File: src/rtl/alu_pkg.sv
// Shared opcodes, FSM state encoding and helpers for the sequential ALU.
// ALU_DIV_EN selects whether DIVU/REMU are iterative ops or undefined opcodes.
package alu_pkg;

  localparam logic [3:0] ALU_AND  = 4'b0000;
  localparam logic [3:0] ALU_OR   = 4'b0001;
  localparam logic [3:0] ALU_ADD  = 4'b0010;
  localparam logic [3:0] ALU_XOR  = 4'b0100;
  localparam logic [3:0] ALU_SUB  = 4'b0110;
  localparam logic [3:0] ALU_SLT  = 4'b0111;
  localparam logic [3:0] ALU_NOR  = 4'b1100;
  localparam logic [3:0] ALU_SLTU = 4'b1111;
  localparam logic [3:0] ALU_MUL  = 4'b1000;
  localparam logic [3:0] ALU_DIVU = 4'b1001;
  localparam logic [3:0] ALU_REMU = 4'b1010;

  typedef logic [1:0] state_t;
  localparam state_t ST_IDLE = 2'd0;
  localparam state_t ST_BUSY = 2'd1;
  localparam state_t ST_DONE = 2'd2;

  typedef enum logic [1:0] {
    ITER_MUL  = 2'd0,
    ITER_DIVU = 2'd1,
    ITER_REMU = 2'd2
  } iter_op_e;

  function automatic logic is_iterative(input logic [3:0] ctrl);
`ifdef ALU_DIV_EN
    return (ctrl == ALU_MUL) || (ctrl == ALU_DIVU) || (ctrl == ALU_REMU);
`else
    return (ctrl == ALU_MUL);
`endif
  endfunction

  function automatic iter_op_e iter_op_of(input logic [3:0] ctrl);
    case (ctrl)
      ALU_DIVU: return ITER_DIVU;
      ALU_REMU: return ITER_REMU;
      default:  return ITER_MUL;
    endcase
  endfunction

endpackage

File: src/rtl/alu_seq_if.sv
// Issue/writeback handshake bundle for alu_seq: valid/ready request with
// operands and opcode, valid/ready response with registered result and zero flag.
interface alu_seq_if #(
  parameter int WIDTH = 32
);

  logic             in_valid;
  logic             in_ready;
  logic [WIDTH-1:0] src_a;
  logic [WIDTH-1:0] src_b;
  logic [3:0]       alu_ctrl;
  logic             out_valid;
  logic             out_ready;
  logic [WIDTH-1:0] result;
  logic             zero;

  modport master (
    output in_valid, src_a, src_b, alu_ctrl, out_ready,
    input  in_ready, out_valid, result, zero
  );

  modport slave (
    input  in_valid, src_a, src_b, alu_ctrl, out_ready,
    output in_ready, out_valid, result, zero
  );

endinterface

File: src/rtl/alu_iter.sv
// Iterative datapath: shift-add multiply and (with ALU_DIV_EN) restoring
// unsigned divide, one bit per cycle; done strobes with the final result.
module alu_iter
  import alu_pkg::*;
#(
  parameter  int WIDTH = 32,
  localparam int CNT_W = $clog2(WIDTH) + 1
) (
  input  logic             clk,
  input  logic             reset,
  input  logic             start,
  input  iter_op_e         op,
  input  logic [WIDTH-1:0] op_a,
  input  logic [WIDTH-1:0] op_b,
  output logic             done,
  output logic [WIDTH-1:0] result
);

  logic [CNT_W-1:0] cnt_q, cnt_d;
  iter_op_e         op_q, op_d;
  // acc: product (MUL) or partial remainder (DIV); opa: multiplicand or divisor;
  // opb: multiplier shifting out, or dividend shifting out while quotient shifts in.
  logic [WIDTH-1:0] acc_q, acc_d;
  logic [WIDTH-1:0] opa_q, opa_d;
  logic [WIDTH-1:0] opb_q, opb_d;
`ifdef ALU_DIV_EN
  logic [WIDTH:0]   rem_shift;
  logic [WIDTH:0]   diff;
`endif

  // NOTE: every always_comb output gets a default first so no path infers a latch.
  always_comb begin
    cnt_d  = cnt_q;
    op_d   = op_q;
    acc_d  = acc_q;
    opa_d  = opa_q;
    opb_d  = opb_q;
`ifdef ALU_DIV_EN
    rem_shift = '0;
    diff      = '0;
`endif
    if (start) begin
      cnt_d = CNT_W'(WIDTH);
      op_d  = op;
      acc_d = '0;
      opa_d = op_a;
      opb_d = op_b;
    end else if (cnt_q != '0) begin
      cnt_d = cnt_q - CNT_W'(1);
      if (op_q == ITER_MUL) begin
        acc_d = acc_q + (opb_q[0] ? opa_q : '0);
        opa_d = opa_q << 1;
        opb_d = opb_q >> 1;
      end
`ifdef ALU_DIV_EN
      else begin
        // A zero divisor never underflows, giving all-ones quotient and remainder = dividend.
        rem_shift = {acc_q, opb_q[WIDTH-1]};
        diff      = rem_shift - {1'b0, opa_q};
        if (!diff[WIDTH]) begin
          acc_d = diff[WIDTH-1:0];
          opb_d = {opb_q[WIDTH-2:0], 1'b1};
        end else begin
          acc_d = rem_shift[WIDTH-1:0];
          opb_d = {opb_q[WIDTH-2:0], 1'b0};
        end
      end
`endif
    end
  end

  assign done   = (cnt_q == CNT_W'(1));
  assign result = (op_q == ITER_DIVU) ? opb_d : acc_d;

  // NOTE: sequential state uses non-blocking assignments so every flop samples pre-edge values.
  always_ff @(posedge clk) begin
    if (reset) begin
      // NOTE: datapath registers are reset too, so a discarded op leaves no stale partial state.
      cnt_q <= '0;
      op_q  <= ITER_MUL;
      acc_q <= '0;
      opa_q <= '0;
      opb_q <= '0;
    end else begin
      cnt_q <= cnt_d;
      op_q  <= op_d;
      acc_q <= acc_d;
      opa_q <= opa_d;
      opb_q <= opb_d;
    end
  end

endmodule

File: src/rtl/alu_seq.sv
// Handshaked ALU: single-cycle logic/arithmetic plus iterative MUL and, when
// ALU_DIV_EN is defined, DIVU/REMU; one operation in flight, registered result.
module alu_seq
  import alu_pkg::*;
#(
  parameter int WIDTH = 32
) (
  input logic       clk,
  input logic       reset,
  alu_seq_if.slave  bus
);

  state_t           state_q, state_d;
  logic [WIDTH-1:0] result_q, result_d;
  logic             zero_q, zero_d;

  logic             accept;
  logic             is_iter;
  logic             iter_start;
  logic             iter_done;
  logic [WIDTH-1:0] iter_result;
  logic [WIDTH-1:0] alu_y;
  logic             load_single;
  logic             load_iter;

  assign accept      = bus.in_valid & bus.in_ready;
  assign is_iter     = is_iterative(bus.alu_ctrl);
  assign iter_start  = accept & is_iter;
  assign load_single = accept & ~is_iter;
  assign load_iter   = (state_q == ST_BUSY) & iter_done;

  always_comb begin
    alu_y = '0;
    case (bus.alu_ctrl)
      ALU_AND:  alu_y = bus.src_a & bus.src_b;
      ALU_OR:   alu_y = bus.src_a | bus.src_b;
      ALU_ADD:  alu_y = bus.src_a + bus.src_b;
      ALU_XOR:  alu_y = bus.src_a ^ bus.src_b;
      ALU_SUB:  alu_y = bus.src_a - bus.src_b;
      ALU_SLT:  alu_y = WIDTH'($signed(bus.src_a) < $signed(bus.src_b));
      ALU_NOR:  alu_y = ~(bus.src_a | bus.src_b);
      ALU_SLTU: alu_y = WIDTH'(bus.src_a < bus.src_b);
      default:  alu_y = '0;
    endcase
  end

  alu_iter #(
    .WIDTH (WIDTH)
  ) u_iter (
    .clk    (clk),
    .reset  (reset),
    .start  (iter_start),
    .op     (iter_op_of(bus.alu_ctrl)),
    .op_a   (bus.src_a),
    .op_b   (bus.src_b),
    .done   (iter_done),
    .result (iter_result)
  );

  always_ff @(posedge clk) begin
    if (reset) state_q <= ST_IDLE;
    else       state_q <= state_d;
  end

  always_comb begin
    state_d = state_q;
    case (state_q)
      ST_IDLE, ST_DONE: begin
        if (accept)                              state_d = is_iter ? ST_BUSY : ST_DONE;
        else if (state_q == ST_DONE && !bus.out_ready) state_d = ST_DONE;
        else                                     state_d = ST_IDLE;
      end
      ST_BUSY: if (iter_done) state_d = ST_DONE;
      default: state_d = ST_IDLE;
    endcase
  end

  // in_ready looks through to out_ready so a draining result frees the slot in the same cycle.
  always_comb begin
    bus.in_ready  = !reset && (state_q == ST_IDLE || (state_q == ST_DONE && bus.out_ready));
    bus.out_valid = (state_q == ST_DONE);
  end

  always_comb begin
    result_d = result_q;
    zero_d   = zero_q;
    if (load_single) begin
      result_d = alu_y;
      zero_d   = (alu_y == '0);
    end else if (load_iter) begin
      result_d = iter_result;
      zero_d   = (iter_result == '0);
    end
  end

  always_ff @(posedge clk) begin
    if (reset) begin
      result_q <= '0;
      zero_q   <= 1'b0;
    end else begin
      result_q <= result_d;
      zero_q   <= zero_d;
    end
  end

  assign bus.result = result_q;
  assign bus.zero   = zero_q;

endmodule

File: src/flat_wrapper.sv
// flat-port wrapper written by rule: the top's interface ports become plain ports
module alu_seq_flat import alu_pkg::*;
#(
  parameter int WIDTH = 32
)
  (clk, reset, bus_in_valid, bus_src_a, bus_src_b, bus_alu_ctrl, bus_out_ready, bus_in_ready, bus_out_valid, bus_result, bus_zero);
  alu_seq_if #(.WIDTH(WIDTH)) bus_i ();
  input logic clk;
  input logic reset;
  input wire logic [$bits(bus_i.in_valid)-1:0] bus_in_valid;
  input wire logic [$bits(bus_i.src_a)-1:0] bus_src_a;
  input wire logic [$bits(bus_i.src_b)-1:0] bus_src_b;
  input wire logic [$bits(bus_i.alu_ctrl)-1:0] bus_alu_ctrl;
  input wire logic [$bits(bus_i.out_ready)-1:0] bus_out_ready;
  output wire logic [$bits(bus_i.in_ready)-1:0] bus_in_ready;
  output wire logic [$bits(bus_i.out_valid)-1:0] bus_out_valid;
  output wire logic [$bits(bus_i.result)-1:0] bus_result;
  output wire logic [$bits(bus_i.zero)-1:0] bus_zero;
  assign bus_i.in_valid = bus_in_valid;
  assign bus_i.src_a = bus_src_a;
  assign bus_i.src_b = bus_src_b;
  assign bus_i.alu_ctrl = bus_alu_ctrl;
  assign bus_i.out_ready = bus_out_ready;
  assign bus_in_ready = bus_i.in_ready;
  assign bus_out_valid = bus_i.out_valid;
  assign bus_result = bus_i.result;
  assign bus_zero = bus_i.zero;
  alu_seq #(.WIDTH(WIDTH)) u_core (.clk(clk), .reset(reset), .bus(bus_i));
endmodule
File: config.mk
export PLATFORM = sky130hd
export DESIGN_NAME = alu_seq_flat
export DESIGN_NICKNAME = d
export VERILOG_FILES = /design/src/rtl/alu_pkg.sv /design/src/rtl/alu_seq_if.sv /design/src/rtl/alu_iter.sv /design/src/rtl/alu_seq.sv /design/src/flat_wrapper.sv
export SDC_FILE = /design/constraint.sdc
export NUM_CORES = 1
export LEC_CHECK = 0
export CAP_MARGIN = 5
export CORE_ASPECT_RATIO = 1.4
export CORE_MARGIN = 4
export CORE_UTILIZATION = 35
export CTS_CLUSTER_DIAMETER = 50
export DETAILED_ROUTE_END_ITERATION = 10
export GPL_TIMING_DRIVEN = 0
export PLACE_DENSITY = 0.52
export SYNTH_ARGS = -nofsm -noshare
export SYNTH_HDL_FRONTEND = slang
export SYNTH_SLANG_ARGS = --single-unit
File: constraint.sdc
create_clock -name clk -period 11.06 [get_ports clk]
set_input_delay 2.765 -clock clk [delete_from_list [all_inputs] [get_ports clk]]
set_output_delay 2.765 -clock clk [all_outputs]
set_load 0.03 [all_outputs]
* After elaboration in Yosys (flattened, before gate mapping) *
Cells that the tools add are included.

word-level totals
  output and inout bits = 35
  word-level logic and storage cells = 81
  flip-flop bits (word level) = 139

operators by class
  reductions and logical operators = 18
  add/sub/neg operators = 4
  mux-type cells = 24
  $lt $le $gt $ge = 2
  equal/unequal tests = 15
  bitwise logic cells = 9

operator list
  cell                                                                number
  32-bit 2-to-1 mux                                                   13
  32-bit one-hot mux with 8 select lines                              1
  32-bit adder                                                        2
  32-bit logical NOT                                                  2
  32-bit < comparator                                                 2
  32-bit AND                                                          1
  32-bit NOT                                                          1
  32-bit bitwise OR                                                   1
  32-bit subtractor                                                   1
  32-bit XOR                                                          1
  4-bit == test, second input constant                                5
  4-bit by 3-bit == test with 1-bit output, second input constant     3
  6-bit 2-to-1 mux                                                    2
  2-bit 2-to-1 mux                                                    4
  2-bit one-hot mux with 2 select lines                               2
  6-bit by 1-bit == test with 1-bit output, second input constant     1
  2-bit nonzero test                                                  3
  6-bit nonzero test                                                  1
  6-bit by 1-bit subtractor with 6-bit output, second input constant  1
  1-bit AND                                                           4
  2-bit by 1-bit == test with 1-bit output, second input constant     2
  4-bit by 1-bit == test with 1-bit output, second input constant     1
  4-bit by 2-bit == test with 1-bit output, second input constant     1
  2-bit logical NOT                                                   2
  10 further kinds                                                    15

* Depth between registers and ports, before layout *
  depth after elaboration = 11
  gate-level depth with buffers = 16
  depth with buffers taken out = 16

* Modules after synthesis *
From an unflattened synthesis, not the netlist that was laid out.

unflattened totals
  cell total of the unflattened synthesis = 2111
  area total of the unflattened synthesis = 14750.4 sq um

modules (own cells, without submodules)
  module    sequential area each (sq um)  times used  area each (sq um)  cells an instance
  alu_seq   700.7                         1           7836.3             1109
  alu_iter  2082.0                        1           6914.1             1002

* Worst setup path after synthesis *
OpenSTA, ideal clock, no wires.

  path type = in2out
  start = input port reset
  end = output port bus_in_ready
  data required time = 8.295 ns
  arrival = 3.533 ns
  cell stages on the path = 2
  setup slack = 4.762 ns
  path buffers = 0
  path through = or2_1 > nor2_1

between the ends
  cells in the longest elaborated chain, start to end = 2

RTL lines
  item               RTL line            text
  start, declared    flat_wrapper.sv:9   input logic reset;
  1-bit logical NOT  alu_seq.sv:80       bus.in_ready = !reset && (state_q == ST_IDLE || (state_q == ST_DONE && bus.out_ready));
  1-bit logical AND  alu_seq.sv:80
  end, declared      flat_wrapper.sv:15  output wire logic [$bits(bus_i.in_ready)-1:0] bus_in_ready;

No other way between the ends.

* Worst setup path after layout *
  start = input port bus_src_b[6]
  end = register u_core.zero_q (netlist: u_core.bus.zero)

between the ends
  cells in the longest elaborated chain, start to end = 5
  elaborated cells between the ends (all ways) = 15
  classes of those cells = add/sub: 2; order compare: 2; mux: 5; bitwise: 4; reduce/logical: 2

RTL lines
  item                                                       RTL line            text
  start, declared                                            flat_wrapper.sv:12  input wire logic [$bits(bus_i.src_b)-1:0] bus_src_b;
  branches (longest 4 deep; another with 32-bit subtractor)  --
  1-bit 2-to-1 mux *                                         alu_seq.sv:87       if (load_single) begin
  end signal, assigned                                       alu_seq.sv:102      zero_q <= zero_d;
  end, declared                                              alu_seq.sv:15       logic zero_q, zero_d;

Mark *: on every way between the ends. The select of a mux whose other input is x is not followed.
A chain may end at the register's enable or synchronous reset.

==> impl_metrics.json <==
{
  "cp_slowest_stage_delay_ns": 0.91,
  "viasPerCell": 6.17,
  "maxCapViolations": 0,
  "fmax_mhz": 132,
  "clk_pin_slew_worst_paths_ns": 0.07,
  "placed_area_sq_um": 16400,
  "ios": 107,
  "finalCriticalPeriod_ns": 7.60,
  "postRouteAntennaNets": 0,
  "multi_input_area_sq_um": 10800,
  "hpwl_microns": 64300,
  "wirelength_microns": 78300,
  "cts_tree": "yes",
  "grt_max_degree": 17,
  "start_util_pct": 35.4,
  "seq_power_share_pct": 24.2,
  "leakagePower_nw": 6.51,
  "num_rows": 88,
  "groute.usage.overall_pct": 33.2,
  "worstPathRequired_ns": 11.42,
  "fin_crit_sh_pct": 68.7,
  "p_int_w": 0.00122,
  "clockPowerShare_pct": 27.2,
  "whs_ns": 0.483,
  "final_cell_area_sq_um": 17000,
  "finClkSkew_ns": 0.00957,
  "slew_violations": 0,
  "clock_sinks": 139,
  "slew_headroom_pct": 21.2,
  "netSwitchingPower_w": 0.00112,
  "die_x_microns": 181,
  "path_class": "input port to flip-flop",
  "switching_share_pct": 48.0,
  "power_w": 0.00234,
  "wire_per_inst_microns": 28.0,
  "syn_inst": 2119,
  "cts_setup_buffers": 0,
  "area.sequential_sq_um": 2780,
  "layout.nets": 2454,
  "cp_max_fo": 10,
  "drtIter0Drc": 1766,
  "diodes": 0,
  "r2r_end": "u_core.u_iter.opb_q[26]",
  "reg2reg_slack_ns": 5.57,
  "gp_congestion": 1.05,
  "synth_fp_nets": 2327,
  "grt_overflow": 0,
  "synth_edf_count": 0,
  "yosysWarnings": 0,
  "avgSynthCellArea_sq_um": 6.90,
  "synth_top_flop_cell": "dfxtp_1",
  "start_kind": "input port",
  "drive_above_1_share_pct": 3.23,
  "end_kind": "flip-flop",
  "clock_path_buffers": 2,
  "tns_ns": 0,
  "ys_ff_latch": 139,
  "p_comb_share_pct": 48.6,
  "critPathSlowestCell": "a2111oi_0",
  "hold_violations": 0,
  "worstSkewPairLatency_ns": 0.45,
  "port_buffers": 106,
  "setup_viol": 0,
  "critPathLaunch": "bus_src_b[6]",
  "max_slew.worst_pin.slew_ns": 1.17,
  "holdBufCountCts": 0,
  "ys_types": 86,
  "num_vias": 17300,
  "fillers": 4456,
  "dieArea_sq_um": 45100,
  "cts-root-buf": "clkbuf_16",
  "numCtsBuffers": 17,
  "grt_pass1_wl_microns": 113000,
  "p_per_area_nw_per_um2": 138,
  "antenna_found_initial": 0,
  "crit_end": "u_core.bus.zero",
  "ys_seq_area_share_pct": 19.0,
  "crit_chain": "clkdlybuf4s50_1 -> inv_1 -> ha_1 -> clkbuf_1 -> or4_1 -> a2111oi_0 -> o31ai_1 -> and2_1 -> o21ai_1 -> a211oi_1 -> a31oi_1 -> o2111ai_1 -> nor4_1 -> nand2_1 -> o311ai_2",
  "run_status": "completed",
  "ir_worst_vdd_uv": 122,
  "arrival_ns": 7.96,
  "h-tree-depth": 4,
  "r2r_start": "u_core.u_iter.cnt_q[0]",
  "mappedNetlistArea_sq_um": 14600,
  "rsz0062_at_grt": "false",
  "grt_pass1_vias": 16900,
  "min_path_type": "flip-flop to flip-flop",
  "final_util_pct": 41.2,
  "synthArstFlopShare_pct": 0,
  "postCtsResizedCells": 0,
  "drtPass1Iterations": 7,
  "drc": 0,
  "die_h_microns": 250,
  "r2r_cells": 10,
  "coreArea_sq_um": 41300,
  "syn2layout_area_growth_pct": 16.4
}
Yosys cell counts (all sizes together) (6+ instances only):
cell type	n	area (sq um)
nand2	296	1110
nor2	221	830
a21oi	210	1050
dfxtp	139	2780
ha	133	1660
clkbuf	126	473
inv	118	443
o21ai	107	536
a311oi	58	508
a22oi	48	360
nor3	44	220
and2	42	263
nand3	36	180
o22ai	29	181
a211oi	27	208
xnor2	27	236
a31oi	25	156
nor2b	25	156
a21o	24	180
nand2b	24	150
buf	21	86.3
nor4	20	153
o211ai	20	150
o31ai	20	150
mux2i	18	180
nand4	16	100
a221oi	15	131
or2	14	87.6
or4	14	105
o21a	13	97.6
nand3b	11	82.6
or3	11	68.8
and3	10	62.6
o22a	10	87.6
a211o	9	78.8
o21bai	9	67.6
xor2	9	78.8
nand4b	8	70.1
o211a	7	70.1
o221ai	7	61.3
o31a	7	61.3
a2111oi	6	58.8
o311ai	6	60.1
o32ai	6	52.6
metrics by stage:
step                instances  setup WS [ns]
detailed placement       2767           3.15
global placement         2765           3.09
global route             2799           3.24
CTS                      2799           3.55
floorplan                2119           4.76
finish                   2799           3.46
cell type report:
type	count	area share (%)
plain buffers	147	3.29
repair buffers	108	6.33
clock buffers	19	2.60
inverters	118	2.60
well taps	540	3.97
clock inverters	13	1.11
multi-input cells	1715	63.7
flip-flops and latches	139	16.4
cells in the final DEF (no fill, tap or decap), types with 26 or more instances in the layout:
master           instances
nor3_1                  44
nand2_1                295
clkbuf_1               127
nand3_1                 36
a21oi_1                210
clkdlybuf4s50_1        106
xnor2_1                 27
a211oi_1                26
o22ai_1                 29
ha_1                   133
o21ai_0                102
dfxtp_1                139
nor2_1                 221
and2_1                  42
inv_1                  116
a311oi_1                58
a22oi_1                 48
kinds of logic after synthesis:
logic type               after synthesis  synth area share, %
AO/OA/AOI/OAI                        712                 32.6
XOR/XNOR                              36                 2.16
adder cells (fa/ha/maj)              136                 11.8
buffers and inverters                265                 6.86
flip-flops                           139                 19.0
multiplexers                          20                 1.39
AND/OR/NAND/NOR                      811                 26.1
worst min path at each step:
stage / cells past startpoint / to / from
2_1_floorplan: 2 / u_core.u_iter.acc_q[20] / u_core.u_iter.acc_q[20]
3_3_place_gp: 2 / u_core.u_iter.acc_q[16] / u_core.u_iter.acc_q[16]
3_5_place_dp: 2 / u_core.u_iter.acc_q[16] / u_core.u_iter.acc_q[16]
4_1_cts: 2 / u_core.u_iter.acc_q[16] / u_core.u_iter.acc_q[16]
5_1_grt: 2 / u_core.u_iter.acc_q[16] / u_core.u_iter.acc_q[16]
6_report: 2 / u_core.u_iter.acc_q[16] / u_core.u_iter.acc_q[16]
state kept, by name, indices dropped and copies added, names as in the netlist:
register and flops:
u_core.bus.result 32, u_core.u_iter.acc_q 32, u_core.u_iter.opa_q 32, u_core.u_iter.opb_q 32, u_core.u_iter.cnt_q 6, u_core.state_q 2, u_core.u_iter.op_q 2, u_core.bus.zero 1
power groups by stage:
| stage | Clock, W | Combinational, W | Sequential (W) |
|---|---|---|---|
| after CTS | 0.000638 | 0.00111 | 0.000566 |
| after global placement | 0 | 0.00111 | 0.000576 |
| after floorplan | 0 | 0.000625 | 0.000576 |
| after global routing | 0.000657 | 0.00119 | 0.000570 |
| after detailed placement | 0 | 0.00111 | 0.000576 |
| final | 0.000636 | 0.00114 | 0.000567 |
critical path, delay by kind of cell:
family | cells | cell delay (ns)
AO/OA/AOI/OAI | 7 | 2.37
adder cells (fa/ha/maj) | 1 | 0.34
buffers and inverters | 3 | 1.16
AND/OR/NAND/NOR | 4 | 1.31
routing by layer:
metal	vias up	global-route usage (%)	wire [microns]
met5	-	0	0
met4	0	20.2	5770
met3	244	3.11	3890
met2	767	59.1	38600
met1	8294	38.0	30100
li1	7974	-	-
(Power assumes the default switching activity.)
